[src/rtl/control_pipeline_if.sv]
// Control/hazard bundle between the MIPS ID/EX datapath and control_pipeline.
// The datapath drives id_* and ex_branch_taken; control_pipeline drives everything else.
interface control_pipeline_if #(
   parameter int unsigned REG_W = 5
);
   logic             id_valid;
   logic             id_RegDst;
   logic             id_ALUSrc;
   logic             id_MemtoReg;
   logic             id_RegWrite;
   logic             id_MemRead;
   logic             id_MemWrite;
   logic             id_BranchEQ;
   logic             id_BranchNE;
   logic [3:0]       id_ALUOp;
   logic [REG_W-1:0] id_rs;
   logic [REG_W-1:0] id_rt;
   logic [REG_W-1:0] id_rd;
   logic             ex_branch_taken;

   logic             stall;
   logic             flush_ifid;
   logic             ex_RegDst;
   logic             ex_ALUSrc;
   logic             ex_MemtoReg;
   logic             ex_RegWrite;
   logic             ex_MemRead;
   logic             ex_MemWrite;
   logic             ex_BranchEQ;
   logic             ex_BranchNE;
   logic [3:0]       ex_ALUOp;
   logic [REG_W-1:0] ex_write_reg;
   logic             mem_MemtoReg;
   logic             mem_RegWrite;
   logic             mem_MemRead;
   logic             mem_MemWrite;
   logic [REG_W-1:0] mem_write_reg;
   logic             wb_MemtoReg;
   logic             wb_RegWrite;
   logic [REG_W-1:0] wb_write_reg;
   logic [1:0]       forward_a;
   logic [1:0]       forward_b;

   modport master (
      output id_valid, id_RegDst, id_ALUSrc, id_MemtoReg, id_RegWrite, id_MemRead,
             id_MemWrite, id_BranchEQ, id_BranchNE, id_ALUOp, id_rs, id_rt, id_rd,
             ex_branch_taken,
      input  stall, flush_ifid, ex_RegDst, ex_ALUSrc, ex_MemtoReg, ex_RegWrite, ex_MemRead,
             ex_MemWrite, ex_BranchEQ, ex_BranchNE, ex_ALUOp, ex_write_reg, mem_MemtoReg,
             mem_RegWrite, mem_MemRead, mem_MemWrite, mem_write_reg, wb_MemtoReg,
             wb_RegWrite, wb_write_reg, forward_a, forward_b
   );

   modport slave (
      input  id_valid, id_RegDst, id_ALUSrc, id_MemtoReg, id_RegWrite, id_MemRead,
             id_MemWrite, id_BranchEQ, id_BranchNE, id_ALUOp, id_rs, id_rt, id_rd,
             ex_branch_taken,
      output stall, flush_ifid, ex_RegDst, ex_ALUSrc, ex_MemtoReg, ex_RegWrite, ex_MemRead,
             ex_MemWrite, ex_BranchEQ, ex_BranchNE, ex_ALUOp, ex_write_reg, mem_MemtoReg,
             mem_RegWrite, mem_MemRead, mem_MemWrite, mem_write_reg, wb_MemtoReg,
             wb_RegWrite, wb_write_reg, forward_a, forward_b
   );
endinterface

[src/rtl/control_pipeline.sv]
// Pipelined control-word carrier (ID/EX, EX/MEM, MEM/WB) and hazard unit for the
// 5-stage MIPS core: load-use stall, taken-branch flush and EX operand forwarding.
module control_pipeline #(
   parameter int unsigned REG_W = 5
) (
   input logic               clk,
   input logic               reset,
   control_pipeline_if.slave cp_if
);

   logic             r_ex_regdst;
   logic             r_ex_alusrc;
   logic             r_ex_memtoreg;
   logic             r_ex_regwrite;
   logic             r_ex_memread;
   logic             r_ex_memwrite;
   logic             r_ex_beq;
   logic             r_ex_bne;
   logic [3:0]       r_ex_aluop;
   logic [REG_W-1:0] r_ex_write_reg;
   logic [REG_W-1:0] r_ex_rs;
   logic [REG_W-1:0] r_ex_rt;

   logic             r_mem_memtoreg;
   logic             r_mem_regwrite;
   logic             r_mem_memread;
   logic             r_mem_memwrite;
   logic [REG_W-1:0] r_mem_write_reg;

   logic             r_wb_memtoreg;
   logic             r_wb_regwrite;
   logic [REG_W-1:0] r_wb_write_reg;

   logic             w_hz;
   logic             w_stall;
   logic             w_bubble;
   logic [REG_W-1:0] w_id_write_reg;
   logic             w_mem_fwd_ok;
   logic             w_wb_fwd_ok;
   logic [1:0]       w_fwd_a;
   logic [1:0]       w_fwd_b;

   // Every term is gated by MemRead/RegWrite so an X destination on a non-writing
   // instruction cannot leak into stall or forward selects.
   assign w_hz = r_ex_memread & (r_ex_write_reg != '0) & cp_if.id_valid &
                 ((r_ex_write_reg == cp_if.id_rs) | (r_ex_write_reg == cp_if.id_rt));
   assign w_stall        = w_hz & ~cp_if.ex_branch_taken;
   assign w_bubble       = ~cp_if.id_valid | w_stall | cp_if.ex_branch_taken;
   assign w_id_write_reg = cp_if.id_RegDst ? cp_if.id_rd : cp_if.id_rt;

   always_ff @(posedge clk or negedge reset) begin
      if (!reset) begin
         r_ex_regdst    <= 1'b0;
         r_ex_alusrc    <= 1'b0;
         r_ex_memtoreg  <= 1'b0;
         r_ex_regwrite  <= 1'b0;
         r_ex_memread   <= 1'b0;
         r_ex_memwrite  <= 1'b0;
         r_ex_beq       <= 1'b0;
         r_ex_bne       <= 1'b0;
         r_ex_aluop     <= '0;
         r_ex_write_reg <= '0;
         r_ex_rs        <= '0;
         r_ex_rt        <= '0;
      end else if (w_bubble) begin
         r_ex_regdst    <= 1'b0;
         r_ex_alusrc    <= 1'b0;
         r_ex_memtoreg  <= 1'b0;
         r_ex_regwrite  <= 1'b0;
         r_ex_memread   <= 1'b0;
         r_ex_memwrite  <= 1'b0;
         r_ex_beq       <= 1'b0;
         r_ex_bne       <= 1'b0;
         r_ex_aluop     <= '0;
         r_ex_write_reg <= '0;
         r_ex_rs        <= '0;
         r_ex_rt        <= '0;
      end else begin
         r_ex_regdst    <= cp_if.id_RegDst;
         r_ex_alusrc    <= cp_if.id_ALUSrc;
         r_ex_memtoreg  <= cp_if.id_MemtoReg;
         r_ex_regwrite  <= cp_if.id_RegWrite;
         r_ex_memread   <= cp_if.id_MemRead;
         r_ex_memwrite  <= cp_if.id_MemWrite;
         r_ex_beq       <= cp_if.id_BranchEQ;
         r_ex_bne       <= cp_if.id_BranchNE;
         r_ex_aluop     <= cp_if.id_ALUOp;
         r_ex_write_reg <= w_id_write_reg;
         r_ex_rs        <= cp_if.id_rs;
         r_ex_rt        <= cp_if.id_rt;
      end
   end

   // Later stages never freeze: a stall only inserts a bubble at ID/EX.
   always_ff @(posedge clk or negedge reset) begin
      if (!reset) begin
         r_mem_memtoreg  <= 1'b0;
         r_mem_regwrite  <= 1'b0;
         r_mem_memread   <= 1'b0;
         r_mem_memwrite  <= 1'b0;
         r_mem_write_reg <= '0;
         r_wb_memtoreg   <= 1'b0;
         r_wb_regwrite   <= 1'b0;
         r_wb_write_reg  <= '0;
      end else begin
         r_mem_memtoreg  <= r_ex_memtoreg;
         r_mem_regwrite  <= r_ex_regwrite;
         r_mem_memread   <= r_ex_memread;
         r_mem_memwrite  <= r_ex_memwrite;
         r_mem_write_reg <= r_ex_write_reg;
         r_wb_memtoreg   <= r_mem_memtoreg;
         r_wb_regwrite   <= r_mem_regwrite;
         r_wb_write_reg  <= r_mem_write_reg;
      end
   end

   assign w_mem_fwd_ok = r_mem_regwrite & (r_mem_write_reg != '0);
   assign w_wb_fwd_ok  = r_wb_regwrite & (r_wb_write_reg != '0);

   // EX/MEM is checked first so the newest producer wins.
   always_comb begin
      w_fwd_a = 2'b00;
      w_fwd_b = 2'b00;
      if (w_mem_fwd_ok && (r_mem_write_reg == r_ex_rs)) begin
         w_fwd_a = 2'b10;
      end else if (w_wb_fwd_ok && (r_wb_write_reg == r_ex_rs)) begin
         w_fwd_a = 2'b01;
      end
      if (w_mem_fwd_ok && (r_mem_write_reg == r_ex_rt)) begin
         w_fwd_b = 2'b10;
      end else if (w_wb_fwd_ok && (r_wb_write_reg == r_ex_rt)) begin
         w_fwd_b = 2'b01;
      end
   end

   assign cp_if.stall         = w_stall;
   assign cp_if.flush_ifid    = cp_if.ex_branch_taken;
   assign cp_if.forward_a     = w_fwd_a;
   assign cp_if.forward_b     = w_fwd_b;

   assign cp_if.ex_RegDst     = r_ex_regdst;
   assign cp_if.ex_ALUSrc     = r_ex_alusrc;
   assign cp_if.ex_MemtoReg   = r_ex_memtoreg;
   assign cp_if.ex_RegWrite   = r_ex_regwrite;
   assign cp_if.ex_MemRead    = r_ex_memread;
   assign cp_if.ex_MemWrite   = r_ex_memwrite;
   assign cp_if.ex_BranchEQ   = r_ex_beq;
   assign cp_if.ex_BranchNE   = r_ex_bne;
   assign cp_if.ex_ALUOp      = r_ex_aluop;
   assign cp_if.ex_write_reg  = r_ex_write_reg;

   assign cp_if.mem_MemtoReg  = r_mem_memtoreg;
   assign cp_if.mem_RegWrite  = r_mem_regwrite;
   assign cp_if.mem_MemRead   = r_mem_memread;
   assign cp_if.mem_MemWrite  = r_mem_memwrite;
   assign cp_if.mem_write_reg = r_mem_write_reg;

   assign cp_if.wb_MemtoReg   = r_wb_memtoreg;
   assign cp_if.wb_RegWrite   = r_wb_regwrite;
   assign cp_if.wb_write_reg  = r_wb_write_reg;

endmodule

[src/flat_wrapper.sv]
// flat-port wrapper written by rule: the top's interface ports become plain ports
module control_pipeline_flat 
#(
   parameter int unsigned REG_W = 5
)
  (clk, reset, cp_if_id_valid, cp_if_id_RegDst, cp_if_id_ALUSrc, cp_if_id_MemtoReg, cp_if_id_RegWrite, cp_if_id_MemRead, cp_if_id_MemWrite, cp_if_id_BranchEQ, cp_if_id_BranchNE, cp_if_id_ALUOp, cp_if_id_rs, cp_if_id_rt, cp_if_id_rd, cp_if_ex_branch_taken, cp_if_stall, cp_if_flush_ifid, cp_if_ex_RegDst, cp_if_ex_ALUSrc, cp_if_ex_MemtoReg, cp_if_ex_RegWrite, cp_if_ex_MemRead, cp_if_ex_MemWrite, cp_if_ex_BranchEQ, cp_if_ex_BranchNE, cp_if_ex_ALUOp, cp_if_ex_write_reg, cp_if_mem_MemtoReg, cp_if_mem_RegWrite, cp_if_mem_MemRead, cp_if_mem_MemWrite, cp_if_mem_write_reg, cp_if_wb_MemtoReg, cp_if_wb_RegWrite, cp_if_wb_write_reg, cp_if_forward_a, cp_if_forward_b);
  control_pipeline_if #(.REG_W(REG_W)) cp_if_i ();
  input logic clk;
  input logic reset;
  input wire logic [$bits(cp_if_i.id_valid)-1:0] cp_if_id_valid;
  input wire logic [$bits(cp_if_i.id_RegDst)-1:0] cp_if_id_RegDst;
  input wire logic [$bits(cp_if_i.id_ALUSrc)-1:0] cp_if_id_ALUSrc;
  input wire logic [$bits(cp_if_i.id_MemtoReg)-1:0] cp_if_id_MemtoReg;
  input wire logic [$bits(cp_if_i.id_RegWrite)-1:0] cp_if_id_RegWrite;
  input wire logic [$bits(cp_if_i.id_MemRead)-1:0] cp_if_id_MemRead;
  input wire logic [$bits(cp_if_i.id_MemWrite)-1:0] cp_if_id_MemWrite;
  input wire logic [$bits(cp_if_i.id_BranchEQ)-1:0] cp_if_id_BranchEQ;
  input wire logic [$bits(cp_if_i.id_BranchNE)-1:0] cp_if_id_BranchNE;
  input wire logic [$bits(cp_if_i.id_ALUOp)-1:0] cp_if_id_ALUOp;
  input wire logic [$bits(cp_if_i.id_rs)-1:0] cp_if_id_rs;
  input wire logic [$bits(cp_if_i.id_rt)-1:0] cp_if_id_rt;
  input wire logic [$bits(cp_if_i.id_rd)-1:0] cp_if_id_rd;
  input wire logic [$bits(cp_if_i.ex_branch_taken)-1:0] cp_if_ex_branch_taken;
  output wire logic [$bits(cp_if_i.stall)-1:0] cp_if_stall;
  output wire logic [$bits(cp_if_i.flush_ifid)-1:0] cp_if_flush_ifid;
  output wire logic [$bits(cp_if_i.ex_RegDst)-1:0] cp_if_ex_RegDst;
  output wire logic [$bits(cp_if_i.ex_ALUSrc)-1:0] cp_if_ex_ALUSrc;
  output wire logic [$bits(cp_if_i.ex_MemtoReg)-1:0] cp_if_ex_MemtoReg;
  output wire logic [$bits(cp_if_i.ex_RegWrite)-1:0] cp_if_ex_RegWrite;
  output wire logic [$bits(cp_if_i.ex_MemRead)-1:0] cp_if_ex_MemRead;
  output wire logic [$bits(cp_if_i.ex_MemWrite)-1:0] cp_if_ex_MemWrite;
  output wire logic [$bits(cp_if_i.ex_BranchEQ)-1:0] cp_if_ex_BranchEQ;
  output wire logic [$bits(cp_if_i.ex_BranchNE)-1:0] cp_if_ex_BranchNE;
  output wire logic [$bits(cp_if_i.ex_ALUOp)-1:0] cp_if_ex_ALUOp;
  output wire logic [$bits(cp_if_i.ex_write_reg)-1:0] cp_if_ex_write_reg;
  output wire logic [$bits(cp_if_i.mem_MemtoReg)-1:0] cp_if_mem_MemtoReg;
  output wire logic [$bits(cp_if_i.mem_RegWrite)-1:0] cp_if_mem_RegWrite;
  output wire logic [$bits(cp_if_i.mem_MemRead)-1:0] cp_if_mem_MemRead;
  output wire logic [$bits(cp_if_i.mem_MemWrite)-1:0] cp_if_mem_MemWrite;
  output wire logic [$bits(cp_if_i.mem_write_reg)-1:0] cp_if_mem_write_reg;
  output wire logic [$bits(cp_if_i.wb_MemtoReg)-1:0] cp_if_wb_MemtoReg;
  output wire logic [$bits(cp_if_i.wb_RegWrite)-1:0] cp_if_wb_RegWrite;
  output wire logic [$bits(cp_if_i.wb_write_reg)-1:0] cp_if_wb_write_reg;
  output wire logic [$bits(cp_if_i.forward_a)-1:0] cp_if_forward_a;
  output wire logic [$bits(cp_if_i.forward_b)-1:0] cp_if_forward_b;
  assign cp_if_i.id_valid = cp_if_id_valid;
  assign cp_if_i.id_RegDst = cp_if_id_RegDst;
  assign cp_if_i.id_ALUSrc = cp_if_id_ALUSrc;
  assign cp_if_i.id_MemtoReg = cp_if_id_MemtoReg;
  assign cp_if_i.id_RegWrite = cp_if_id_RegWrite;
  assign cp_if_i.id_MemRead = cp_if_id_MemRead;
  assign cp_if_i.id_MemWrite = cp_if_id_MemWrite;
  assign cp_if_i.id_BranchEQ = cp_if_id_BranchEQ;
  assign cp_if_i.id_BranchNE = cp_if_id_BranchNE;
  assign cp_if_i.id_ALUOp = cp_if_id_ALUOp;
  assign cp_if_i.id_rs = cp_if_id_rs;
  assign cp_if_i.id_rt = cp_if_id_rt;
  assign cp_if_i.id_rd = cp_if_id_rd;
  assign cp_if_i.ex_branch_taken = cp_if_ex_branch_taken;
  assign cp_if_stall = cp_if_i.stall;
  assign cp_if_flush_ifid = cp_if_i.flush_ifid;
  assign cp_if_ex_RegDst = cp_if_i.ex_RegDst;
  assign cp_if_ex_ALUSrc = cp_if_i.ex_ALUSrc;
  assign cp_if_ex_MemtoReg = cp_if_i.ex_MemtoReg;
  assign cp_if_ex_RegWrite = cp_if_i.ex_RegWrite;
  assign cp_if_ex_MemRead = cp_if_i.ex_MemRead;
  assign cp_if_ex_MemWrite = cp_if_i.ex_MemWrite;
  assign cp_if_ex_BranchEQ = cp_if_i.ex_BranchEQ;
  assign cp_if_ex_BranchNE = cp_if_i.ex_BranchNE;
  assign cp_if_ex_ALUOp = cp_if_i.ex_ALUOp;
  assign cp_if_ex_write_reg = cp_if_i.ex_write_reg;
  assign cp_if_mem_MemtoReg = cp_if_i.mem_MemtoReg;
  assign cp_if_mem_RegWrite = cp_if_i.mem_RegWrite;
  assign cp_if_mem_MemRead = cp_if_i.mem_MemRead;
  assign cp_if_mem_MemWrite = cp_if_i.mem_MemWrite;
  assign cp_if_mem_write_reg = cp_if_i.mem_write_reg;
  assign cp_if_wb_MemtoReg = cp_if_i.wb_MemtoReg;
  assign cp_if_wb_RegWrite = cp_if_i.wb_RegWrite;
  assign cp_if_wb_write_reg = cp_if_i.wb_write_reg;
  assign cp_if_forward_a = cp_if_i.forward_a;
  assign cp_if_forward_b = cp_if_i.forward_b;
  control_pipeline #(.REG_W(REG_W)) u_core (.clk(clk), .reset(reset), .cp_if(cp_if_i));
endmodule
[config.mk]
export PLATFORM = sky130hd
export DESIGN_NAME = control_pipeline_flat
export DESIGN_NICKNAME = d
export VERILOG_FILES = /design/src/rtl/control_pipeline_if.sv /design/src/rtl/control_pipeline.sv /design/src/flat_wrapper.sv
export SDC_FILE = /design/constraint.sdc
export NUM_CORES = 1
export LEC_CHECK = 0
export ABC_AREA = 1
export CAP_MARGIN = 30
export CELL_PAD_IN_SITES_DETAIL_PLACEMENT = 1
export CELL_PAD_IN_SITES_GLOBAL_PLACEMENT = 1
export CORE_MARGIN = 2
export CORE_UTILIZATION = 34
export CTS_CLUSTER_SIZE = 24
export DETAILED_ROUTE_END_ITERATION = 7
export GPL_ROUTABILITY_DRIVEN = 0
export GPL_TIMING_DRIVEN = 1
export HOLD_SLACK_MARGIN = 0.1
export PLACE_DENSITY_LB_ADDON = 0.1
export SLEW_MARGIN = 20
export SYNTH_ARGS = -nofsm -noshare
export SYNTH_HDL_FRONTEND = slang
export SYNTH_SLANG_ARGS = --single-unit
[constraint.sdc]
create_clock -name clk -period 2.2 [get_ports clk]
set_clock_uncertainty 0.2 [all_clocks]
set_input_delay 0.33 -clock clk [delete_from_list [all_inputs] [get_ports clk]]
set_output_delay 0.33 -clock clk [all_outputs]
set_load 0.1 [all_outputs]
Yosys cells after proc, flatten, opt, wreduce, memory -nomap -nowiden:

Cells that the tools add are included.

* input port bits: 31
* bits in registers: 43
* word-level logic and storage cells: 61

* bitwise operators: 11
* reduce and logical (&&, ||, !) cells: 7
* mux-type cells: 17
* equality and inequality tests: 6

Operators by type and width (number)
* $eq A5 B5 Y1: 6
* $mux W5: 4
* $reduce_bool A5 Y1: 3
* $mux W1: 10
* $and A1 B1 Y1: 6
* $logic_and A1 B1 Y1: 4
* $mux W2: 2
* $mux W4: 1
* $or A1 B1 Y1: 3
* $not A1 Y1: 2

Logic depth before layout (Yosys ltp):

* word-level depth: 8
* mapped depth: 10
* mapped depth without buffers: 9

Least setup slack after synthesis:

Ideal clock, no wire load.

* path kind: register -> output
* start point: reg u_core.r_mem_write_reg[1], in the netlist u_core.cp_if.mem_write_reg[1]
* end point: out cp_if_forward_a[0]
* path buffers: 0
* setup slack: -3.070 ns
* arrival time: 4.740 ns
* stages on the path, launching flop included: 6
* data required time: 1.670 ns
* cells stage by stage: dfrtp_1 -> nor2_1 -> nand2_1 -> o21ai_0 -> nor3_1 -> nor2_1

* cells in the longest elaborated chain, start to end: 4
* elaborated cells between the ends (all ways): 5

Ends and longest elaborated chain
* from (decl): RTL line control_pipeline.sv:28 `logic [REG_W-1:0] r_mem_write_reg;`
* from (signal assigned): RTL line control_pipeline.sv:110 `r_mem_write_reg <= r_ex_write_reg;`
* $reduce_bool A5 Y1: RTL line control_pipeline.sv:117 `assign w_mem_fwd_ok = r_mem_regwrite & (r_mem_write_reg != '0);`
* $and A1 B1 Y1: RTL line control_pipeline.sv:117
* $logic_and A1 B1 Y1 *: RTL line control_pipeline.sv:124 `if (w_mem_fwd_ok && (r_mem_write_reg == r_ex_rs)) begin`
* $mux W2 *: RTL line control_pipeline.sv:124
* to (decl): RTL line flat_wrapper.sv:44 `output wire logic [$bits(cp_if_i.forward_a)-1:0] cp_if_forward_a;`

Mark *: on every way between the ends. The rest lies on a longest branch, timed or not.

Worst setup path after layout:

* start point: reg u_core.r_mem_write_reg[0], in the netlist u_core.cp_if.mem_write_reg[0]
* end point: out cp_if_forward_b[0]

* cells in the longest elaborated chain, start to end: 4
* elaborated cells between the ends (all ways): 5

Ends and longest elaborated chain
* $reduce_bool A5 Y1: RTL line control_pipeline.sv:117
* $and A1 B1 Y1: RTL line control_pipeline.sv:117
* $logic_and A1 B1 Y1 *: RTL line control_pipeline.sv:129 `if (w_mem_fwd_ok && (r_mem_write_reg == r_ex_rt)) begin`
* $mux W2 *: RTL line control_pipeline.sv:129
* to (decl): RTL line flat_wrapper.sv:45 `output wire logic [$bits(cp_if_i.forward_b)-1:0] cp_if_forward_b;`

Marks and branches as above.

==> results.tsv <==
stage	metric	value	unit
status	status	complete, no violations	
global_route	grt_pass1_wl	7389	um
timing	final-setup-viol-count	0	
logic_synthesis	yosysWarnings	0	
layout	finalNetCount	301	
drt	dr.pass1.iters	4	
logic_synthesis	synthTopCellsByArea	dfrtp_1 (59%), nor2_1 (8.9%), xnor2_1 (6.8%), inv_1 (6.6%), nand2_1 (5.2%)	
critical_path	crit_chain	xnor2_2 > nand4_1 > nor3_4 > nor2_4 > buf_12	
timing	tightest_slew	0.5390	ns
drt	drtIter0Drc	31	
critical_path	worstPathArrival	1.64	ns
layout	syn_to_final_growth	51.97	%
flow_run	drv_cap	0	
global_route	first_global_vias	1510	
logic_synthesis	netlist.area_leader.share	59.35	%
critical_path	rrSetupSlack	0.50	ns
power_and_ir_drop	p_per_area	644.0	nW/um2
floorplan	die_y	77.02	um
logic_synthesis	yosysTopAreaCell	dfrtp_1	
layout	drive_gt1_share	28.41	%
cts	cts_tree	yes	
timing	hold_viol	0	
critical_path	r2r_cells	7	
cts	clock_tree.root_cell	clkbuf_8	
logic_synthesis	synth_cells	193	
timing	period_minus_slack	2.168	ns
min_path	min_path_type	in -> reg	
place	post-place-ws	0.04385	ns
global_route	grt_busiest_layer	met2	
drt	ant_nets	0	
cts	cts.clk_slew.worst_paths	0.08	ns
logic_synthesis	ys_ff_latch	43	
cts	cts-htree-levels	2	
logic_synthesis	syn_avg_cell_area	9.394	um2
critical_path	critPathCaptureType	primary output	
cts	cts_buffers	5	
layout	antennaDiodeCount	0	
critical_path	crit_slowest_cell	dfrtp_4	
critical_path	worstReg2RegStart	u_core.cp_if.ex_write_reg[2]	
timing	setup_slack	0.03217	ns
timing	period_share	98.54	%
floorplan	start_util	35.27	%
critical_path	path_class	reg -> out	
timing	rsz0062_at_grt	yes	
logic_synthesis	syn_area	1813	um2
cts	numClockSinks	43	
logic_synthesis	ys_types	17	
global_route	antenna_found_initial	0	
place	dpl.cell_count	331	
layout	stdcell_count	341	
drt	routed_wl	4471	um
timing	report.final.slew_viol_count	0	
floorplan	dieArea	5932	um2
critical_path	cpPeakStageDelay	0.52	ns
floorplan	rows	26	
drt	wl_per_cell	13.11	um
min_path	holdPathEnd	u_core.r_ex_rt[4]	
critical_path	crit_fanout	5	
logic_synthesis	ys_seq_area_share	59.35	%
critical_path	worstSetupStartpointType	register	
critical_path	r2r_end	u_core.r_ex_rs[0]	
critical_path	worst-endpoint-required	1.67	ns
place	numPortBuffers	69	
cts	clkLatencyLatePin	0.29	ns
floorplan	core_area	5140	um2
power_and_ir_drop	finalPower	0.001774	W
global_route	use_met2	27.72	%
timing	relSlewSlack	64.06	%
global_route	grt.overflow.total	0	
layout	mostFrequentLayoutCell	nor2_1	
global_route	grt_util_met3	4.588	%
place	detailed_place_hpwl	3446	um
power_and_ir_drop	ir_drop	0.0003305	V
timing	timing.hold.ws	0.1217	ns
global_route	grt_use_total	16.12	%
layout	final_area	2755	um2
drt	drc	0	
floorplan	num_io_pins	70	
min_path	hold_start	cp_if_id_rt[4]	
global_route	met1_usage	19.44	%
logic_synthesis	syn_nets	224	
global_route	grt_max_degree	44	
layout	final_cell_mix	nor2_1 (41), buf_4 (37), dfrtp_1 (31), inv_1 (28), nand2_1 (25)	
drt	vias	1474	
cts	cts_max_path_buffers	2	
drt	avgViaCountPerCell	4.323	
floorplan	fp.dieW	77.02	um
place	placed_cell_area	2623	um2
timing	clock.fmax	0.4613	GHz
power_and_ir_drop	p_leak	1.463	nW
min_path	min_path_cells	3	
-- area by class of cell --
cell class	instances	area, um2
Multi-Input combinational cell	114	638.1
Clock buffer	7	76.32
Tap cell	70	87.58
Timing Repair Buffer	74	718.2
Fill cell	610	2385
Clock inverter	1	5.005
Sequential cell	43	1106
Inverter	32	123.9
-- logic make-up (layout without fill, tap and decap cells) --
| group | Yosys count | after routing | synth area share, % |
|---|---|---|---|
| AO/OA/AOI/OAI | 7 | 7 | 1.932 |
| buffers and inverters | 36 | 114 | 8.489 |
| flip-flops | 43 | 43 | 59.35 |
| XOR/XNOR | 22 | 22 | 10.63 |
| AND/OR/NAND/NOR | 85 | 85 | 19.60 |
-- per-layer routing --
layer / vias up / wire length [um]
met1: 697 / 1820
met5: - / 0
met3: 5 / 264
li1: 728 / -
met2: 44 / 2333
met4: 0 / 53
-- what timing repair did --
item | in CTS | in global routing
resized for setup | 4 | 10
endpoints found under the hold margin | 43 | 0
hold buffers | 1 | 0
cloned | 0 | 0
setup endpoints to repair | 4 | 5
pin swaps | 2 | 6
buffers inserted | 1 | 0
-- power by group --
part / switching, W / internal (W) / total (W)
Sequential: 0.0000318 / 0.000824 / 0.000856
Clock: 0.000253 / 0.000223 / 0.000476
Combinational: 0.000306 / 0.000136 / 0.000442
Total: 0.000591 / 0.00118 / 0.00177
-- worst max path at each step --
stage	start	endpoint	slack (ns)	cells past startpoint
3_5_place_dp	cp_if_id_rt[2]	cp_if_stall	0.04	10
4_1_cts	u_core.cp_if.mem_write_reg[2]	cp_if_forward_b[0]	-0.0003	5
2_1_floorplan	u_core.cp_if.mem_write_reg[0]	cp_if_forward_a[0]	-0.48	4
5_1_grt	u_core.cp_if.mem_write_reg[2]	cp_if_forward_a[0]	-0.04	5
3_3_place_gp	cp_if_id_rt[4]	cp_if_stall	0.04	10
6_report	u_core.cp_if.mem_write_reg[0]	cp_if_forward_b[0]	0.03	5
-- synth_stat cells --
library cell and count:
nand2_1 25, xor2_1 8, nand2_4 1, o21ai_0 2, nor3_1 5, dfrtp_1 43, nor2_1 43, nand3_1 4
xnor2_1 14, a21oi_1 5, inv_1 32, nand2_2 1, buf_4 1, buf_6 2, clkbuf_1 1, nand4_1 4
nor2_2 2
-- stage by stage --
step | setup TNS (ns) | util (%)
after floorplan | -1.306 | -
after global placement | 0 | 51.02
after detailed placement | 0 | 51.02
after CTS | -0.0003131 | 53.29
after global routing | -0.1359 | 53.60
final | 0 | 53.60
-- worst max-delay path: cells and delay by family (launching register included) --
family                    cells  cell delay, ns
buffers and inverters         1            0.17
DFF                           1            0.52
xor gates and xnor gates      1            0.17
and+or+nand+nor               3            0.50
Note: power is estimated with default switching activity, not from simulation.
